===== src/rtl/io_handshake_seq_pkg.sv =====
// Shared definitions for the IN/OUT 4-phase handshake sequencer.
// Holds the state encoding, default widths and a wait-state helper.
package io_handshake_seq_pkg;

  localparam int D_WIDTH_DEF  = 8;
  localparam int TO_WIDTH_DEF = 8;
  localparam int TO_LIMIT_DEF = 200;

  typedef enum logic [2:0] {
    ST_IDLE       = 3'd0,
    ST_O_SETUP    = 3'd1,
    ST_O_WAIT_ACK = 3'd2,
    ST_O_WAIT_REL = 3'd3,
    ST_I_WAIT_ACK = 3'd4,
    ST_I_WAIT_REL = 3'd5
  } state_t;

  function automatic logic is_wait(input state_t s);
    return (s == ST_O_WAIT_ACK) || (s == ST_O_WAIT_REL) ||
           (s == ST_I_WAIT_ACK) || (s == ST_I_WAIT_REL);
  endfunction

endpackage


===== src/rtl/io_handshake_seq_sync_2ff.sv =====
// Two-flop synchroniser for the asynchronous peer acknowledge.
// Cleared by the same synchronous reset as the sequencer.
module sync_2ff (
  input  logic clk,
  input  logic clr,
  input  logic d,
  output logic q
);

  logic meta;

  always_ff @(posedge clk) begin
    if (clr) begin
      meta <= 1'b0;
      q    <= 1'b0;
    end else begin
      meta <= d;
      q    <= meta;
    end
  end

endmodule


===== src/rtl/io_handshake_seq.sv =====
// Sequences the 4-phase hs_out/hs_in handshake for IN and OUT instructions,
// owns bus_out and the RIN load strobe, and stalls the pipeline meanwhile.
module io_handshake_seq
  import io_handshake_seq_pkg::*;
#(
  parameter int D_WIDTH  = D_WIDTH_DEF,
  parameter int TO_WIDTH = TO_WIDTH_DEF,
  parameter int TO_LIMIT = TO_LIMIT_DEF
) (
  input  logic               g_clk,
  input  logic               g_clr,
  input  logic               out_req,
  input  logic               in_req,
  input  logic [D_WIDTH-1:0] out_data,
  input  logic [D_WIDTH-1:0] bus_in,
  input  logic               hs_in,
  input  logic               clr_to,
  output logic               hs_out,
  output logic [D_WIDTH-1:0] bus_out,
  output logic [D_WIDTH-1:0] rin_data,
  output logic               rin_load,
  output logic               stall,
  output logic               done,
  output logic               timeout,
  output state_t             fsm_state
);

  // Handshake: a request raised on hs_out is held until the synchronised
  // hs_in rises, then hs_out drops and the transfer ends when hs_in falls.
  state_t state, state_nxt;
  logic hs_s;
  logic [TO_WIDTH-1:0] cnt;
  logic hs_out_nxt, rin_load_nxt, done_nxt, to_set;
  logic [D_WIDTH-1:0] bus_out_nxt, rin_data_nxt;
  logic in_wait, to_hit, start_ok;

  sync_2ff u_sync (
    .clk (g_clk),
    .clr (g_clr),
    .d   (hs_in),
    .q   (hs_s)
  );

  assign in_wait   = is_wait(state);
  assign to_hit    = in_wait && (cnt == TO_WIDTH'(TO_LIMIT - 1));
  assign start_ok  = (state == ST_IDLE) && !hs_s && !done;
  assign stall     = (state != ST_IDLE) || ((out_req || in_req) && !done);
  assign fsm_state = state;

  always_ff @(posedge g_clk) begin
    if (g_clr) begin
      state    <= ST_IDLE;
      hs_out   <= 1'b0;
      bus_out  <= '0;
      rin_data <= '0;
      rin_load <= 1'b0;
      done     <= 1'b0;
    end else begin
      state    <= state_nxt;
      hs_out   <= hs_out_nxt;
      bus_out  <= bus_out_nxt;
      rin_data <= rin_data_nxt;
      rin_load <= rin_load_nxt;
      done     <= done_nxt;
    end
  end

  always_comb begin
    state_nxt = state;
    case (state)
      ST_IDLE: begin
        if (start_ok && out_req)     state_nxt = ST_O_SETUP;
        else if (start_ok && in_req) state_nxt = ST_I_WAIT_ACK;
      end
      ST_O_SETUP:    state_nxt = ST_O_WAIT_ACK;
      ST_O_WAIT_ACK: begin
        if (hs_s)        state_nxt = ST_O_WAIT_REL;
        else if (to_hit) state_nxt = ST_IDLE;
      end
      ST_I_WAIT_ACK: begin
        if (hs_s)        state_nxt = ST_I_WAIT_REL;
        else if (to_hit) state_nxt = ST_IDLE;
      end
      ST_O_WAIT_REL, ST_I_WAIT_REL: begin
        if (!hs_s || to_hit) state_nxt = ST_IDLE;
      end
      default: state_nxt = ST_IDLE;
    endcase
  end

  always_comb begin
    hs_out_nxt   = hs_out;
    bus_out_nxt  = bus_out;
    rin_data_nxt = rin_data;
    rin_load_nxt = 1'b0;
    done_nxt     = 1'b0;
    to_set       = 1'b0;
    case (state)
      ST_IDLE: begin
        if (start_ok && out_req)     bus_out_nxt = out_data;
        else if (start_ok && in_req) hs_out_nxt  = 1'b1;
      end
      ST_O_SETUP: hs_out_nxt = 1'b1;
      ST_O_WAIT_ACK: begin
        if (hs_s) begin
          hs_out_nxt = 1'b0;
        end else if (to_hit) begin
          hs_out_nxt = 1'b0;
          done_nxt   = 1'b1;
          to_set     = 1'b1;
        end
      end
      ST_I_WAIT_ACK: begin
        if (hs_s) begin
          hs_out_nxt   = 1'b0;
          rin_data_nxt = bus_in;
          rin_load_nxt = 1'b1;
        end else if (to_hit) begin
          hs_out_nxt = 1'b0;
          done_nxt   = 1'b1;
          to_set     = 1'b1;
        end
      end
      ST_O_WAIT_REL, ST_I_WAIT_REL: begin
        if (!hs_s) begin
          done_nxt = 1'b1;
        end else if (to_hit) begin
          done_nxt = 1'b1;
          to_set   = 1'b1;
        end
      end
      default: hs_out_nxt = 1'b0;
    endcase
  end

  // Counter restarts on every state change and saturates instead of wrapping.
  always_ff @(posedge g_clk) begin
    if (g_clr) begin
      cnt     <= '0;
      timeout <= 1'b0;
    end else begin
      if (state_nxt != state)      cnt <= '0;
      else if (in_wait && cnt != '1) cnt <= cnt + 1'b1;
      if (to_set)      timeout <= 1'b1;
      else if (clr_to) timeout <= 1'b0;
    end
  end

endmodule


===== config.mk =====
export PLATFORM = sky130hd
export DESIGN_NAME = io_handshake_seq
export DESIGN_NICKNAME = d
export VERILOG_FILES = /design/src/rtl/io_handshake_seq_pkg.sv /design/src/rtl/io_handshake_seq_sync_2ff.sv /design/src/rtl/io_handshake_seq.sv
export SDC_FILE = /design/constraint.sdc
export NUM_CORES = 1
export LEC_CHECK = 0
export CAP_MARGIN = 20
export CELL_PAD_IN_SITES_DETAIL_PLACEMENT = 1
export CELL_PAD_IN_SITES_GLOBAL_PLACEMENT = 2
export CORE_MARGIN = 2
export CORE_UTILIZATION = 28
export DETAILED_ROUTE_END_ITERATION = 12
export PLACE_DENSITY = 0.94
export SLEW_MARGIN = 20
export SYNTH_ARGS = -nofsm -noshare
export SYNTH_HDL_FRONTEND = slang
export SYNTH_SLANG_ARGS = --single-unit

===== constraint.sdc =====
create_clock -name g_clk -period 4.2 [get_ports g_clk]
set_input_delay 1.26 -clock g_clk [delete_from_list [all_inputs] [get_ports g_clk]]
set_output_delay 1.26 -clock g_clk [all_outputs]
set_load 0.01 [all_outputs]

; Word level (Yosys, flattened, before mapping)
; Index checks and enable logic that the tools add are counted.
[totals]
register_bits = 33
in_bits = 22
output_inout_bits = 24
[classes]
n_reduce_logical = 25
addsub = 1
eq_ne = 11
n_mux = 21
bitwise_logic = 2
[ops]
columns = operator, count
row1 = 3-bit 2-to-1 mux, 6
row2 = 3-bit case mux with 5 select lines, 1
row3 = 1-bit 2-to-1 mux, 11
row4 = 8-bit by 1-bit adder with 8-bit output (second input constant), 1
row5 = 8-bit == test (second input constant), 1
row6 = 8-bit != test (second input constant), 1
row7 = 2-bit OR reduction, 4
row8 = 1-bit logical AND, 7
row9 = 3-bit by 2-bit == test with 1-bit output (second input constant), 2
row10 = 3-bit == test (second input constant), 2
row11 = 1-bit logical OR, 6
row12 = 1-bit case mux with 2 select lines, 2
row13 = 1-bit case mux with 4 select lines, 1
row14 = 2-bit AND reduction, 2
row15 = 4-bit AND reduction, 1
row16 = 3-bit by 1-bit == test with 1-bit output (second input constant), 1
row17 = 3-bit zero test, 1
row18 = 3-bit by 1-bit != test with 1-bit output (second input constant), 1
row19 = 3-bit != test, 1
row20 = 3-bit nonzero test, 1
row21 = 1-bit zero test, 2
row22 = 2-bit by 1-bit != test with 1-bit output (second input constant), 1
row23 = 2-bit != test (second input constant), 1
row24 = 1-bit NOT, 2
row25 = 2-bit nonzero test, 1

; Longest topological paths before layout
; Gate-level depths: netlist of the first run.
[logic_depth]
depth_word = 10
depth_mapped = 6
mapped_depth_nobuf = 5

; Cells and area by module
; From an unflattened synthesis of the first run, not the netlist that was laid out.
[hier_totals]
hier_cells = 165
hier_area_um2 = 1447.6
[modules_own_cells]
columns = module, cells_per_inst, instances, area_per_inst_um2
row1 = io_handshake_seq, 161, 1, 1395.1
row2 = sync_2ff, 4, 1, 52.6

; Worst setup path before layout of the first run
; OpenSTA, ideal clock, no wires.
[synth_path]
kind = in2out
start = in in_req
end = out stall
arrival_ns = 1.524
slack_ns = 1.416
required_ns = 2.940
stages = 2
n_path_buf = 0
cell_sequence = nor2_1 > o211ai_1
[synth_via]
elab_chain_cells = 3
[synth_lines]
columns = item, line_no
row1 = "start, declared", io_handshake_seq.sv:13  ; input logic in_req,
row2 = 1-bit logical OR, io_handshake_seq.sv:47  ; assign stall = (state != ST_IDLE) || ((out_req || in_req) && !done);
row3 = 1-bit logical AND, io_handshake_seq.sv:47
row4 = 1-bit logical OR, io_handshake_seq.sv:47
row5 = "end, declared", io_handshake_seq.sv:22  ; output logic stall,
; No other way between the ends.

; Worst setup path after layout of the first run
[layout_path]
start = in out_req
end = out stall
[layout_via]
elab_chain_cells = 3
[layout_lines]
columns = item, line_no
row1 = "start, declared", io_handshake_seq.sv:12  ; input logic out_req,
row2 = 1-bit logical OR, io_handshake_seq.sv:47
row3 = 1-bit logical AND, io_handshake_seq.sv:47
row4 = 1-bit logical OR, io_handshake_seq.sv:47
; No other way between the ends.

==> impl_results.md, run 1 <==
- Setup bufs post-CTS: 0
- Psw: 194 uW
- Rows: 26
- Post-DP HPWL: 2810 um
- Multi-input gate area: 768 um2
- Clock power frac: roughly two fifths
- Layout cell share with drive strength beyond 1: 8.18%
- Total GRT Usage: 13.8%
- Cts hold-fix bufs: 0
- Filler cells: 632
- Fin crit share: between 90% and 100%
- Sequential fraction of the synthesis area: a little over two fifths
- Crit start category: primary input
- Critical Path, Cell by Cell: clkdlybuf4s50_1 > nor2_1 > o211ai_1 > clkdlybuf4s50_1
- Area share of the largest cell type after synthesis: 43.9%
- Final Hold Viols: 0
- Worst clock skew: 0.00819 ns
- CTS tree: done
- Via/cell ratio: 4.82
- Max stage delay on crit path: ~0.57 ns
- Max VDD drop: roughly 0.00014 V
- Top cell type by total area after synthesis: dfxtp_1
- Max cap viols: 0
- Placeable Area: about 5100 um2
- Sw Share: 25.0%
- Total CTS buffers: 5
- Cell count after synthesis: about 180
- Area growth from synthesis to layout: 40.1%
- DR pass1 iterations: 4
- Power Internal: 581 uW
- Required time worst endpoint: between 2 and 3 ns
- WL final: 3940 um
- Starting DRT DRC Count: 80
- Clk Tree Root Cell: clkbuf_8
- Diode count: 0
- Unique masters post-synth: 37
- GR Overflow Total: 0
- Avg Cell Area, Syn: 8.46 um2
- RSZ-0062 raised after global routing: false
- Drt wl/cell: between 10 and 15 um
- CP Data Arrival Time: 2.55 ns
- Crit end category: output pin
- Initial antenna violation count: 0
- Number of remaining DRC errors: 0
- I/O Buffers: 45
- Clock-pin slew on the worst setup and hold paths: 0.06 ns
- Die width: 77.3 um
- Vias in the first global route: between 1000 and 1500
- Least-Margin Pin Slew: 0.601 ns
- Clock tree buffer depth: 2
- Clock Latency Late Sink: 0.29 ns
- Status: finished clean
- Largest net degree at the start of global routing: 25
- Reg power frac: 44.1%
- Antenna-violating nets left: 0
- CTS HTree Levels: 2
- Reg area: 661 um2
- Most used cell, CP: clkdlybuf4s50_1
- Setup TNS: 0 ns
- Synth Warn #: 0
- Final hold slack: 0.438 ns
- Final Max Slew Viols: 0
- Sum of buffers and inverters on the critical path: 2
- Placer Congestion: 0.749
- Logic pwr share: 15.6%
- Post-Synthesis Cell Area: 1510 um2
- Final number of setup-violating endpoints: 0
- Cts repair resizes: 0
- Leak: 0.000715 uW
- Hold Crit Class: reg -> reg
- Slowest CP cell: clkdlybuf4s50_1
- Critical path peak fanout: 3
- Syn nets: 201
- #FFs+latches synth: 33
- Net count, final: 242
- Vias: between 1000 and 1500
- Max_slew headroom: between 50 and 60%
- Die height: approximately 77 um
- Die ar.: 5980 um2
- Pwr dens: 367 nW/um2
- TritonCTS Sinks: 33
- Tmin final: 3.81 ns
- Initial core utilization: 29.3%
- WS Path Type: in -> out
- First-pass GRT wire length: 6540 um
- Top Family by Delay on Critical Path: buffers and inverters
- Dominant cells by area after synthesis: dfxtp_1, nand2_1, a21oi_1
- I/O Pins: 46
- F_max: 263 MHz
Yosys cell counts:
cell type	number
o221a_2	1
or3_1	2
and4_4	1
a221o_2	1
and3_2	1
nor2_1	5
a211oi_4	1
ha_1	1
nor3_1	8
a211oi_2	1
mux2i_1	1
nand3_1	14
buf_6	1
xor2_1	5
nor4b_1	1
a221oi_1	1
nor4b_4	1
nand2_1	31
clkbuf_1	9
and3_1	3
buf_4	2
o211ai_1	4
o31ai_1	1
or3_4	1
nand2b_1	1
a41o_1	1
a21oi_1	22
nand4_1	2
o21ai_0	6
xnor2_1	3
o211ai_2	1
buf_2	1
inv_1	3
dfxtp_1	33
a211oi_1	3
nor2b_1	2
nor4_1	3
kinds of logic after synthesis:
logic type	Yosys count	synth area share, %
compound gates	43	19.0
xor+xnor	8	4.66
fa+ha+maj	1	0.831
buf+inv	16	5.07
flops	33	43.9
mux	1	0.665
simple gates	76	25.9
placed cells by master, fill, tap and decap left out, types with 2 or more instances in the layout:
cell type         n
xor2_1            5
nand2_1          31
clkbuf_8          6
nand4_1           2
o21ai_0           6
xnor2_1           3
nand3_1          14
a211oi_1          3
nor4_1            3
nor3_1            8
o211ai_1          4
nor2b_1           2
buf_4             2
clkdlybuf4s50_1  45
nor2_1            5
and3_1            3
inv_1             3
a21oi_1          22
dfxtp_1          33
or3_1             2
power groups by stage:
stage                     sequential [uW]  combinational [uW]  clock [uW]
after floorplan                       345                65.1           0
final                                 342                 120         312
after global routing                  344                 133         340
after detailed placement              349                 121           0
after global placement                348                 120           0
after CTS                             342                 122         321
metal layers:
metal  part of all wire [%]  track usage, %  up-vias
met5                      0               0        -
met2                     48            22.4       31
met1                     47            17.2      650
met3                    3.7            3.06        5
met4                    2.1            6.96        0
li1                       -               -      711
metrics by stage:
step / cell area (um2) / total power, uW / instances / util, % / setup WS, ns
2_1_floorplan: 1510 / 410 / 178 / - / 1.42
3_3_place_gp: 1990 / 469 / 282 / 38.8 / 0.442
3_5_place_dp: 1990 / 470 / 282 / 38.8 / 0.371
4_1_cts: 2110 / 785 / 290 / 41.0 / 0.368
5_1_grt: 2110 / 817 / 290 / 41.0 / 0.301
6_report: 2110 / 774 / 290 / 41.0 / 0.393
final cells by class:
class,count,area share [%]
Clock inverter,1,1.42
Timing Repair Buffer,47,22.1
Clock buffer,7,4.09
Sequential cell,33,31.3
Tap cell,70,4.15
Inverter,3,0.534
Multi-Input combinational cell,129,36.4
worst paths after layout:
path / start / to / slack [ns] / depth (start not counted)
worst max-delay path: out_req / stall / 0.39 / 4
worst min-delay path: u_sync.meta / u_sync.q / 0.44 / 1
worst max register to register: fsm_state[2] / cnt[4] / 2.15 / 4
worst min register to register: u_sync.meta / u_sync.q / 0.44 / 1
registers in the layout (all words and copies together), names as in the netlist:
| signal | count |
|---|---|
| bus_out | 8 |
| u_sync.q | 1 |
| done | 1 |
| timeout | 1 |
| fsm_state | 3 |
| cnt | 8 |
| rin_load | 1 |
| u_sync.meta | 1 |
| hs_out | 1 |
| rin_data | 8 |
No activity file was read; power rests on OpenSTA's default activity.
==> inputs of run 2 (changes only) <==
Settings changed: CAP_MARGIN 20 to 15.
==> results of run 2 <==
No change in the layout: final DEF, timing and power equal those of run 1.
